--- src/rtl/blink_sequencer.sv ---
// Blink sequencer: prescaled LED pattern generator with a run/pause/apply FSM
// and a valid/ready configuration port for pattern mode and speed.
module blink_sequencer #(
    parameter int unsigned TICK_W         = 25,
    parameter int unsigned DEFAULT_RELOAD = 24999999
) (
    input  logic       clk,
    input  logic       rst,
    input  logic       run,
    input  logic       cfg_valid,
    input  logic [1:0] cfg_mode,
    input  logic [2:0] cfg_speed,
    output logic       cfg_ready,
    output logic [7:0] led,
    output logic       tick,
    output logic       wrap,
    output logic [1:0] state
);

    typedef enum logic [1:0] {
        StIdle  = 2'd0,
        StRun   = 2'd1,
        StPause = 2'd2,
        StApply = 2'd3
    } state_e;

    localparam logic [TICK_W-1:0] BaseReload = TICK_W'(DEFAULT_RELOAD);

    state_e            st;
    logic [1:0]        mode;
    logic [2:0]        speed;
    logic [TICK_W-1:0] cnt;
    logic              dir_right;

    logic [TICK_W-1:0] reload;
    logic              handshake;
    logic [7:0]        load_val;
    logic [7:0]        led_next;
    logic              dir_next;
    logic              wrap_next;

    assign cfg_ready = (st != StApply);
    assign handshake = cfg_valid & cfg_ready;
    assign reload    = BaseReload >> speed;
    assign state     = st;

    always_comb begin
        case (cfg_mode)
            2'd0:    load_val = 8'h00;
            2'd1:    load_val = 8'hFF;
            default: load_val = 8'h01;
        endcase
    end

    // Next pattern value; bounce reverses at either end within the same advance.
    always_comb begin
        led_next  = led;
        dir_next  = dir_right;
        wrap_next = 1'b0;
        case (mode)
            2'd0: begin
                led_next  = led + 8'd1;
                wrap_next = (led == 8'hFF);
            end
            2'd1: begin
                led_next  = led - 8'd1;
                wrap_next = (led == 8'h00);
            end
            2'd2: begin
                led_next  = {led[6:0], led[7]};
                wrap_next = (led == 8'h80);
            end
            default: begin
                if (!dir_right) begin
                    if (led == 8'h80) begin
                        led_next = 8'h40;
                        dir_next = 1'b1;
                    end else begin
                        led_next = led << 1;
                    end
                end else begin
                    if (led == 8'h01) begin
                        led_next = 8'h02;
                        dir_next = 1'b0;
                    end else begin
                        led_next = led >> 1;
                    end
                end
                wrap_next = (led_next == 8'h01);
            end
        endcase
    end

    always_ff @(posedge clk) begin
        if (rst) begin
            st        <= StIdle;
            mode      <= 2'd0;
            speed     <= 3'd0;
            cnt       <= '0;
            led       <= 8'h00;
            tick      <= 1'b0;
            wrap      <= 1'b0;
            dir_right <= 1'b0;
        end else begin
            tick <= 1'b0;
            wrap <= 1'b0;
            // A handshake pre-empts both run transitions and a coincident terminal count.
            if (handshake) begin
                st        <= StApply;
                mode      <= cfg_mode;
                speed     <= cfg_speed;
                cnt       <= '0;
                led       <= load_val;
                dir_right <= 1'b0;
            end else begin
                case (st)
                    StIdle: begin
                        if (run) st <= StRun;
                    end
                    StRun: begin
                        if (!run) st <= StPause;
                        if (cnt == reload) begin
                            cnt       <= '0;
                            led       <= led_next;
                            dir_right <= dir_next;
                            tick      <= 1'b1;
                            wrap      <= wrap_next;
                        end else begin
                            cnt <= cnt + TICK_W'(1);
                        end
                    end
                    StPause: begin
                        if (run) st <= StRun;
                    end
                    default: begin
                        st <= run ? StRun : StPause;
                    end
                endcase
            end
        end
    end

endmodule

--- config.mk ---
export PLATFORM = sky130hd
export DESIGN_NAME = blink_sequencer
export DESIGN_NICKNAME = d
export VERILOG_FILES = /design/src/rtl/blink_sequencer.sv
export SDC_FILE = /design/constraint.sdc
export NUM_CORES = 1
export LEC_CHECK = 0
export BUFFER_PORTS_ARGS = -buffer_cell sky130_fd_sc_hd__clkbuf_2
export CAP_MARGIN = 40
export CORE_MARGIN = 5
export CORE_UTILIZATION = 30
export DETAILED_ROUTE_END_ITERATION = 16
export PLACE_DENSITY = 0.5
export SLEW_MARGIN = 25
export SYNTH_ARGS = -nofsm -noshare
export SYNTH_HDL_FRONTEND = slang
export SYNTH_SLANG_ARGS = --single-unit
--- constraint.sdc ---
create_clock -name clk -period 3.1 [get_ports clk]
set_clock_uncertainty 0.1 [all_clocks]
set_input_delay 0.62 -clock clk [delete_from_list [all_inputs] [get_ports clk]]
set_output_delay 0.62 -clock clk [all_outputs]
set_load 0.05 [all_outputs]
=== After elaboration in Yosys (flattened, before gate mapping) ===
Cells that the tools add are included.

* Word-level logic and storage cells: 63
* Latch bits: 0
* Register bits after elaboration: 43
* Bits in writable memories: 0
* Memories: 0
* Output and inout bits: 13
* Bits in read-only memories: 0

* Add/subtract/negate cells: 3
* Multipliers: 0
* Shifts and indexed selects: 1
* Multiplexer cells: 20
* Bitwise operators: 4
* Reduce and logical (&&, ||, !) cells: 14
* Div/mod/pow operators: 0
* Equality and inequality tests: 13
* Order comparisons: 0

{| class="wikitable"
|+ Operators by type and width
! kind !! count
|-
| 8-bit two-way mux || 6
|-
| 25-bit by 1-bit adder with 25-bit output, second input constant || 1
|-
| 25-bit equality test || 1
|-
| 25-bit two-way mux || 1
|-
| 25-bit by 3-bit >> shifter with 25-bit output, first input constant || 1
|-
| 8-bit one-hot mux with 3 select lines || 1
|-
| 8-bit by 1-bit equality test with 1-bit output, second input constant || 2
|-
| 8-bit equality test, second input constant || 2
|-
| 8-bit one-hot mux with 2 select lines || 1
|-
| 8-bit by 1-bit adder with 8-bit output, second input constant || 1
|-
| 8-bit zero test || 1
|-
| 2-bit two-way mux || 4
|-
| 8-bit by 1-bit subtractor with 8-bit output, second input constant || 1
|-
| 7-bit two-way mux || 1
|-
| 2-bit by 1-bit equality test with 1-bit output, second input constant || 3
|-
| 2-bit zero test || 3
|-
| 3-bit OR reduction || 2
|-
| 2-bit equality test, second input constant || 2
|-
| 1-bit two-way mux || 4
|-
| 2-bit one-hot mux with 2 select lines || 1
|-
| 2-bit AND reduction || 2
|-
| 2-bit nonzero test || 2
|-
| 2-bit OR reduction || 2
|-
| 4-bit OR reduction || 1
|-
| 7 further kinds || 9
|}

=== Logic depth before layout (Yosys ltp) ===
* Word-level depth: 8
* Mapped depth: 11
* Mapped depth without buffers: 9

=== Worst setup path before layout ===
OpenSTA, ideal clock, no wires.

* Path kind: register to register
* Start: reg st[1], in the netlist state[1]
* End: reg led[5]
* Library setup time: 115 ps
* Path slack: 635 ps
* Arrival time: 2249 ps
* Clock period less this slack: 2465 ps
* Cell stages (with the launch flop): 7
* Cells stage by stage: dfxtp_1 > nand2_1 > and2_1 > clkbuf_1 > clkbuf_1 > or3_1 > and3_1

* Longest elaborated chain between the ends: 4

{| class="wikitable"
|+ Ends and longest elaborated chain
! item !! RTL line !! text
|-
| from (decl) || 29 || <nowiki>state_e st;</nowiki>
|-
| from (signal assigned) || 96 || <nowiki>st <= StIdle;</nowiki>
|-
| from (signal assigned) || 109 || <nowiki>st <= StApply;</nowiki>
|-
| from (signal assigned) || 118 || <nowiki>if (run) st <= StRun;</nowiki>
|-
| 2-bit != test * || 42 || <nowiki>assign cfg_ready = (st != StApply);</nowiki>
|-
| named net cfg_ready || 13 || <nowiki>output logic cfg_ready,</nowiki>
|-
| 1-bit AND * || 43 || <nowiki>assign handshake = cfg_valid & cfg_ready;</nowiki>
|-
| 2-bit nonzero test (no line) || - ||
|-
| 2-bit AND reduction (no line) || - ||
|-
| to (signal assigned) || 113 || <nowiki>led <= load_val;</nowiki>
|-
| to (signal assigned) || 124 || <nowiki>led <= led_next;</nowiki>
|-
| to (decl) || 14 || <nowiki>output logic [7:0] led,</nowiki>
|}

Mark *: on every way through the listed nets, which the timed path passes. The rest lies on a longest branch.
A chain may end at the register's enable or synchronous reset.

=== Worst setup path after layout ===
* Start: reg speed[0]
* End: reg led[7]

* Longest elaborated chain between the ends: 4

{| class="wikitable"
|+ Ends and longest elaborated chain
! item !! RTL line !! text
|-
| from (decl) || 31 || <nowiki>logic [2:0] speed;</nowiki>
|-
| from (signal assigned) || 111 || <nowiki>speed <= cfg_speed;</nowiki>
|-
| 25-bit by 3-bit >> shifter with 25-bit output || 44 || <nowiki>assign reload = BaseReload >> speed;</nowiki>
|-
| 25-bit equality test || 122 || <nowiki>if (cnt == reload) begin</nowiki>
|-
| 2-bit nonzero test (no line) || - ||
|-
| 2-bit AND reduction (no line) || - ||
|}

No other way between the ends.

==> metrics.md <==
| Metric | Value |
|---|---|
| Total number of vias | `2926` |
| Hold WC Path Type | `in -> reg` |
| Crit. End Element | `flip-flop` |
| Max FO, Critical Path | `19` |
| Row cnt | `37` |
| Placed instance area | `between 0.003 and 0.004 mm^2` |
| Net Sw Frac | `roughly 33%` |
| Final setup fails | `0` |
| Diodes inserted | `0` |
| Final period util | `between 80% and 90%` |
| Synth top area share | `27.7%` |
| Die Span Y | `around 110 um` |
| Flop2flop setup slack | `0.44 ns` |
| CP required | `3.19 ns` |
| Crit path time final | `2.66 ns` |
| Mean Syn Cell Area | `7.53 um^2` |
| Syn Nets | `426` |
| Drt pass-1 iters | `4` |
| Type of origin of the critical path | `flip-flop` |
| Cell leakage power | `1.15 nW` |
| Initial core utilization | `between 30% and 40%` |
| Post-DP HPWL | `between 6000 and 7000 um` |
| Area of the multi-input gates | `0.00202 mm^2` |
| Peak supply drop | `approximately 170 uV` |
| Share of layout cells above drive strength 1 | `14.3%` |
| Grt total ovfl | `0` |
| Synth Flop Type | `dfxtp_1` |
| Part of the power in the clock network | `between 30% and 40%` |
| PwrDens | `353 mW/mm^2` |
| H-tree Lvls | `2` |
| Unique masters post-synth | `64` |
| CTS Hold Buffers Added | `0` |
| Final-layout fill cell count | `1143` |
| Clk root buf | `clkbuf_8` |
| Number of port buffers | `21` |
| Area contributors post-synth | `dfxtp_1 28%, nor2_1 6.0%, nand2_1 5.2%` |
| Clock slew at reported path FFs | `0.10 ns` |
| ANT nets after route | `0` |
| Die X-Extent | `112 um` |
| Core Region | `between 0.01 and 0.015 mm^2` |
| Register area share after synthesis | `roughly 28%` |
| Wire length per cell | `15.3 um` |
| FF+latch area | `just under 900 um^2` |
| Final hold viol count | `0` |
| F_max | `376 MHz` |
| Met3 Use GR | `2.17%` |
| Clk sinks | `43` |
| Area Growth Syn to Fin | `9.72%` |
| CTS buffer count | `5` |
| Sw Pwr | `0.393 mW` |
| Register bit total from synthesis | `43` |
| RSZ-0062 raised after global routing | `false` |
| Max-cap violations | `0` |
| Gate power share | `19.0%` |
| Fin area | `around 0.0034 mm^2` |
| Met2 Use GR | `23.9%` |
| Gr usage total | `13.8%` |
| CTS Buffer Depth | `2` |
| WL final | `8520 um` |
| CTS tree | `built` |
| Normalized max-slew margin | `53.3%` |
| DR vias/cell | `approximately 5.3` |
| Status | `finished clean` |
| Top-level I/O count | `22` |
| Final Wtd Congestion | `0.863` |
| Sequential share of power | `50.2%` |
| First-pass GRT wire length | `14500 um` |
| Async S/R FF share, synth | `0%` |
| Post-synth EDFFs | `0` |
| Top cells by count, synth | `50 x nor2_1, 43 x dfxtp_1, 43 x nand2_1` |
| Die area | `approximately 0.012 mm^2` |
| First DRT Iteration DRCs | `160` |
| Post-Synthesis Cells | `412` |
| Internal power | `roughly 0.8 mW` |
| Setup Buffers After CTS | `0` |
| Final net count | `approximately 430` |
| # DRC | `0` |
| Synth Warn # | `0` |
| Post-cts resize count | `0` |
| WP data arrival | `roughly 2.8 ns` |
| Worst-Skew Late Latency | `0.30 ns` |
| Most common cell in the netlist | `nor2_1` |
| Cell taking the most area after synthesis | `dfxtp_1` |
| Antenna violations before repair | `0` |
| Setup CP Type | `reg -> reg` |
| GR peak layer | `met2` |
| Fin. max-slew vios | `0` |
| Worst Tran Pin Value | `between 0.6 and 0.7 ns` |
| Pin count of the biggest net entering global routing | `23` |
| Vias in the first global route | `2813` |
| Post-Syn Area | `between 0.003 and 0.004 mm^2` |
| Met1 Track Usage GR | `17.7%` |
| Final setup TNS | `0 ns` |
-- layer usage --
| metal | routed length (um) | part of all wire (%) |
|---|---|---|
| met4 | 165 | 1.9 |
| met5 | 0 | 0 |
| met2 | 4190 | 49 |
| met1 | 3880 | 46 |
| met3 | 281 | 3.3 |
-- stage by stage --
stage	total power, mW	cells	hold WS [ns]	utilization [%]	setup WS [ns]
detailed placement	0.845	549	0.429	32.5	0.290
floorplan	0.782	412	0.375	-	0.635
finish	1.20	557	0.432	33.4	0.439
global route	1.27	557	0.449	33.4	0.0764
global placement	0.844	549	0.424	32.5	0.346
CTS	1.22	557	0.440	33.4	0.261
-- cells in the final DEF (no fill, tap or decap), types with 6 or more instances in the layout --
master,instances
nor2_1,50
nand2_1,43
dfxtp_1,40
a21oi_1,30
nand3_1,28
clkbuf_2,21
o21ai_0,19
xnor2_1,18
inv_1,15
xor2_1,14
buf_4,11
nor3_1,8
a31oi_1,8
nand2b_1,6
-- final cells by class --
| class | count | area share (%) |
|---|---|---|
| multi-input cells | 322 | 59.2 |
| repair buffers | 33 | 6.10 |
| inverters | 15 | 1.65 |
| clock inverters | 3 | 0.588 |
| well taps | 136 | 5.00 |
| clock buffers | 5 | 2.02 |
| flip-flops and latches | 43 | 25.4 |
-- state kept, by name (all words and copies together), names as in the netlist --
signal	count
led	8
state	2
wrap	1
mode	2
cnt	25
tick	1
speed	3
dir_right	1
-- logic make-up (layout without fill, tap and decap cells) --
group           Yosys count  in the layout  share of synthesized area, %
buf+inv                  47             56                          7.26
fa+ha+maj                 5              5                          2.02
simple gates            181            181                          30.0
flops                    43             43                          27.7
compound gates           95             95                          20.4
xor+xnor                 33             33                          9.80
mux                       8              8                          2.74
-- final timing paths --
| check | from | endpoint | cells past startpoint |
|---|---|---|---|
| setup / recovery | speed[0] | led[7] | 8 |
| hold / removal | cfg_speed[1] | speed[1] | 3 |
| setup reg to reg | speed[0] | led[7] | 8 |
| hold reg to reg | cnt[1] | cnt[1] | 2 |
-- critical path: stages (launching register included) --
cell and delay (ns):
dfxtp_2 0.44, buf_4 0.21, nor4b_2 0.25, a21oi_1 0.07
o32a_1 0.32, nor4_4 0.33, nand4_2 0.28, nand2_1 0.21
mux2_2 0.35
-- power by group through the flow --
stage	logic, mW	registers [mW]	clock network, mW
after global placement	0.228	0.616	0
after detailed placement	0.229	0.616	0
after floorplan	0.166	0.616	0
after global routing	0.253	0.610	0.409
after CTS	0.229	0.604	0.383
final	0.228	0.605	0.370
(Power assumes the default switching activity.)
